==> src/rtl/serial_add_ctrl_pkg.sv <==
// Shared constants for the bit-serial adder: FSM encoding and width limits.
// No logic here; imported by the controller.
package serial_add_ctrl_pkg;

    localparam logic [1:0] ST_IDLE = 2'd0;
    localparam logic [1:0] ST_RUN  = 2'd1;
    localparam logic [1:0] ST_DONE = 2'd2;

    localparam int WIDTH_MAX = 32;

    // Bit counter must be able to hold the value WIDTH.
    function automatic int cnt_width(input int width);
        return $clog2(width + 1);
    endfunction

endpackage

==> src/rtl/halfadd.sv <==
// Half adder: s = a ^ b, c = a & b.
// Latency: combinational. Backpressure: none.
module halfadd (
    input  logic a,
    input  logic b,
    output logic s,
    output logic c
);

    assign s = a ^ b;
    assign c = a & b;

endmodule

==> src/rtl/serial_add_ctrl_fulladd_cell.sv <==
// One-bit full adder built from two half adders plus an OR of their carries.
// Latency: combinational. Backpressure: none.
module fulladd_cell (
    input  logic a,
    input  logic b,
    input  logic cin,
    output logic s,
    output logic cout
);

    logic w_s0;
    logic w_c0;
    logic w_c1;

    halfadd u_ha0 (.a(a),    .b(b),   .s(w_s0), .c(w_c0));
    halfadd u_ha1 (.a(w_s0), .b(cin), .s(s),    .c(w_c1));

    assign cout = w_c0 | w_c1;

endmodule

==> src/rtl/serial_add_ctrl.sv <==
// Bit-serial adder: one shared full-adder cell, one bit per clock, LSB first.
// Latency: WIDTH cycles from accept to out_valid. Backpressure: result held in DONE until out_ready.
module serial_add_ctrl
    import serial_add_ctrl_pkg::*;
#(
    parameter int WIDTH = 8
) (
    input  logic             clk,
    input  logic             rst_n,
    input  logic             in_valid,
    output logic             in_ready,
    input  logic [WIDTH-1:0] a,
    input  logic [WIDTH-1:0] b,
    output logic             out_valid,
    input  logic             out_ready,
    output logic [WIDTH-1:0] sum,
    output logic             cout,
    output logic             busy
);

    localparam int                CNT_W    = cnt_width(WIDTH);
    localparam logic [CNT_W-1:0]  LAST_BIT = CNT_W'(WIDTH - 1);

    logic [1:0]       r_state;
    logic [WIDTH-1:0] r_sh_a;
    logic [WIDTH-1:0] r_sh_b;
    logic [WIDTH-1:0] r_sum_sh;
    logic [WIDTH-1:0] r_sum;
    logic             r_carry;
    logic             r_cout;
    logic [CNT_W-1:0] r_cnt;

    logic             w_s;
    logic             w_c;
    logic [WIDTH:0]   w_sum_cat;

    fulladd_cell u_fa (
        .a    (r_sh_a[0]),
        .b    (r_sh_b[0]),
        .cin  (r_carry),
        .s    (w_s),
        .cout (w_c)
    );

    // Upper WIDTH bits are the sum register shifted right with the new bit at the MSB;
    // the concat form keeps the slice legal when WIDTH is 1.
    assign w_sum_cat = {w_s, r_sum_sh};

    always_ff @(posedge clk or negedge rst_n) begin
        if (!rst_n) begin
            r_state  <= ST_IDLE;
            r_sh_a   <= '0;
            r_sh_b   <= '0;
            r_sum_sh <= '0;
            r_sum    <= '0;
            r_carry  <= 1'b0;
            r_cout   <= 1'b0;
            r_cnt    <= '0;
        end else begin
            case (r_state)
                ST_IDLE: begin
                    if (in_valid) begin
                        r_sh_a  <= a;
                        r_sh_b  <= b;
                        r_carry <= 1'b0;
                        r_cnt   <= '0;
                        r_state <= ST_RUN;
                    end
                end
                ST_RUN: begin
                    r_sh_a   <= r_sh_a >> 1;
                    r_sh_b   <= r_sh_b >> 1;
                    r_sum_sh <= w_sum_cat[WIDTH:1];
                    r_carry  <= w_c;
                    r_cnt    <= r_cnt + 1'b1;
                    if (r_cnt == LAST_BIT) begin
                        r_sum   <= w_sum_cat[WIDTH:1];
                        r_cout  <= w_c;
                        r_state <= ST_DONE;
                    end
                end
                ST_DONE: begin
                    if (out_ready) begin
                        r_state <= ST_IDLE;
                    end
                end
                default: r_state <= ST_IDLE;
            endcase
        end
    end

    assign in_ready  = (r_state == ST_IDLE);
    assign busy      = (r_state == ST_RUN);
    assign out_valid = (r_state == ST_DONE);
    assign sum       = r_sum;
    assign cout      = r_cout;

endmodule

==> config.mk <==
export PLATFORM = sky130hd
export DESIGN_NAME = serial_add_ctrl
export DESIGN_NICKNAME = d
export VERILOG_FILES = /design/src/rtl/serial_add_ctrl_pkg.sv /design/src/rtl/halfadd.sv /design/src/rtl/serial_add_ctrl_fulladd_cell.sv /design/src/rtl/serial_add_ctrl.sv
export SDC_FILE = /design/constraint.sdc
export NUM_CORES = 1
export LEC_CHECK = 0
export CAP_MARGIN = 15
export CORE_MARGIN = 2
export CORE_UTILIZATION = 28
export CTS_CLUSTER_SIZE = 30
export DETAILED_ROUTE_END_ITERATION = 10
export SYNTH_ARGS = -nofsm -noshare
export SYNTH_HDL_FRONTEND = slang
export SYNTH_HIERARCHICAL = 1
export SYNTH_SLANG_ARGS = --single-unit
==> constraint.sdc <==
create_clock -name clk -period 1.6 [get_ports clk]
set_input_delay 0.32 -clock clk [delete_from_list [all_inputs] [get_ports clk]]
set_output_delay 0.32 -clock clk [all_outputs]
set_load 0.1 [all_outputs]
==> qor.csv <==
metric,value,unit
status,finished clean,
core,0.00592,mm^2
clk_root_buffer_cell,clkbuf_8,
maxCapViolCount,0,
ys_warn_count,6,
htree_levels,2,
dieArea,0.00673,mm^2
path_clk_slew,0.08,ns
gr-usage-all-layers,11.7,%
place_area,0.00230,mm^2
die_x,82.0,um
layout.nets,223,
portBuffers,31,
whs,0.0650,ns
syn-cell-area,0.00171,mm^2
final_hold_viol_count,0,
cp_max_fo,10,
place.gp.congestion,0.757,
ctsHoldBuffers,0,
leakagePower,1.12,nW
syn_nets,180,
finalCriticalPeriod,1.56,ns
hp-class,in2async,
ys_seq_elements,39,
grt_pass1_wl,5930,um
worst_path_largest_cell_delay,0.41,ns
area_growth,46.0,%
synth_seq_area_share,57.2,%
grt_overflow_total,0,
cts_buffer_depth,2,
p_per_area,2040,mW/mm^2
die_y,82.0,um
start_util,28.8,%
setup_viol,0,
required,1.28,ns
cts_tree,yes,
final.period_utilization,97.3,%
first_global_vias,1264,
drive_gt1_share,25.9,%
cp-start-kind,flip-flop,
clk_latency,0.29,ns
pin_count,32,
end_kind,output pin,
crit_chain,nand2b_4 > buf_6 > inv_4 > buf_12,
synth_cell_types,26,
rsz0062_at_grt,true,
tightest_slew,0.480,ns
post_drt_wl_per_cell,13.1,um
drt-met1-wl,1700,um
slew_violations,0,
relSlewSlack,68.0,%
worst-setup-path-type,reg2out,
fin_area,0.00249,mm^2
critPathSlowestCell,dfrtp_1,
rows,28,
finalPower,5.09,mW
viasPerCell,4.79,
max_clock_freq,0.642,GHz
vias,1322,
wl_met3,210,um
top_layer_used,met4,
grt_antenna_before_repair,0,
ir_drop,0.940,mV
postRouteAntennaNets,0,
cts_buffers,5,
drt_iter0_drc,116,
fin_util,42.1,%
cp_data_arrival_time,1.24,ns
cts.sinks,39,
first_pass_iters,4,
wl_met2,1610,um
antenna_cells,0,
drc,0,
routed_wl,3600,um
grt_max_degree,40,
final.setup_skew,0.00457,ns
netlist_instances,157,
syn_avg_cell_area,10.9,um^2
dp_hpwl,2450,um
metrics by stage:
stage	TNS, ns	setup slack (ns)	std cells
2_1_floorplan	0	0.0646	157
3_3_place_gp	-0.165	-0.0309	266
3_5_place_dp	-0.425	-0.0853	266
4_1_cts	-0.0140	-0.0108	274
5_1_grt	-0.00713	-0.00713	276
6_report	0	0.0434	276
power by group:
part / switching, mW / internal (mW)
registers: 0.317 / 1.37
logic: 1.47 / 1.09
clock network: 0.336 / 0.504
layout by cell type (no fill, tap or decap), drive strengths merged, types with 2 or more instances in the layout:
cell,Yosys,final
a21oi,8,8
a22o,3,3
a22oi,14,14
a32o,2,2
buf,5,26
clkbuf,4,7
clkdlybuf4s50,0,18
dfrtp,39,39
ha,3,3
inv,2,2
mux2,9,9
nand2,31,31
nand2b,2,2
nor2,2,2
nor2b,9,9
o21ai,15,15
path summary, 6_finish.rpt:
kind	slack, ns	startpoint	endpoint	cells past startpoint
max reg2reg	0.11	r_sh_a[0]	cout	4
max	0.04	r_state[1]	busy	4
min reg2reg	0.48	r_sum_sh[1]	r_sum_sh[1]	2
min	0.07	rst_n	sum[0]	2
min in group clk	0.48	r_sum_sh[1]	r_sum_sh[1]	2
max in group asynchronous	1.18	rst_n	r_state[0]	2
flip-flops by register name, summed over array words and instances, names as in the netlist:
name	flops
r_sum_sh	7
sum	8
r_carry	1
r_sh_b	8
r_cnt	4
r_sh_a	8
cout	1
r_state	2
cell type report:
| type | count | area (um^2) |
|---|---|---|
| Clock inverter | 2 | 35.0 |
| Sequential cell | 39 | 977 |
| Timing Repair Buffer | 45 | 589 |
| Multi-Input combinational cell | 107 | 702 |
| Tap cell | 75 | 93.8 |
| Inverter | 2 | 10.0 |
| Clock buffer | 6 | 82.6 |
| Fill cell | 560 | 3430 |
Yosys cell counts:
master    count  area [um^2]
a21o_1        1         7.51
a21oi_1       8         40.0
a22o_1        3         26.3
a22oi_1      14          105
a32o_1        2         20.0
and2_1        1         6.26
and3b_1       1         8.76
buf_2         4         20.0
buf_4         1         7.51
clkbuf_1      4         15.0
dfrtp_1      39          976
ha_1          3         37.5
inv_1         2         7.51
mux2_2        9          101
mux2i_1       1         10.0
nand2_1      31          116
nand2b_1      1         6.26
nand2b_2      1         8.76
nand3_1       1         5.00
nor2_1        2         7.51
nor2b_1       9         56.3
nor3_4        1         16.3
o21ai_0      15         75.1
o21bai_2      1         11.3
o31ai_1       1         7.51
or2_1         1         6.26
layer usage:
metal  up-vias  global-route usage (%)
met5         -                       0
met3         8                    4.07
li1        643                       -
met1       642                    16.1
met2        29                    16.3
met4         0                    5.50
timing repair:
item,CTS,global route
pin swaps,0,1
resized for setup,3,9
buffers inserted,0,1
gates cloned,0,1
setup endpoints to repair,3,11
critical path, delay by kind of cell, from the launching register on:
family | cells | cell delay [ns]
DFF | 1 | 0.41
buffers and inverters | 3 | 0.36
and+or+nand+nor | 1 | 0.17
kinds of logic after synthesis:
kind of cell             synth area share (%)
AO/OA/AOI/OAI                            17.2
adder cells (fa/ha/maj)                  2.20
buffers and inverters                    2.93
flip-flops                               57.2
multiplexers                             6.53
AND/OR/NAND/NOR                          13.9
No activity file was read; power rests on OpenSTA's default activity.
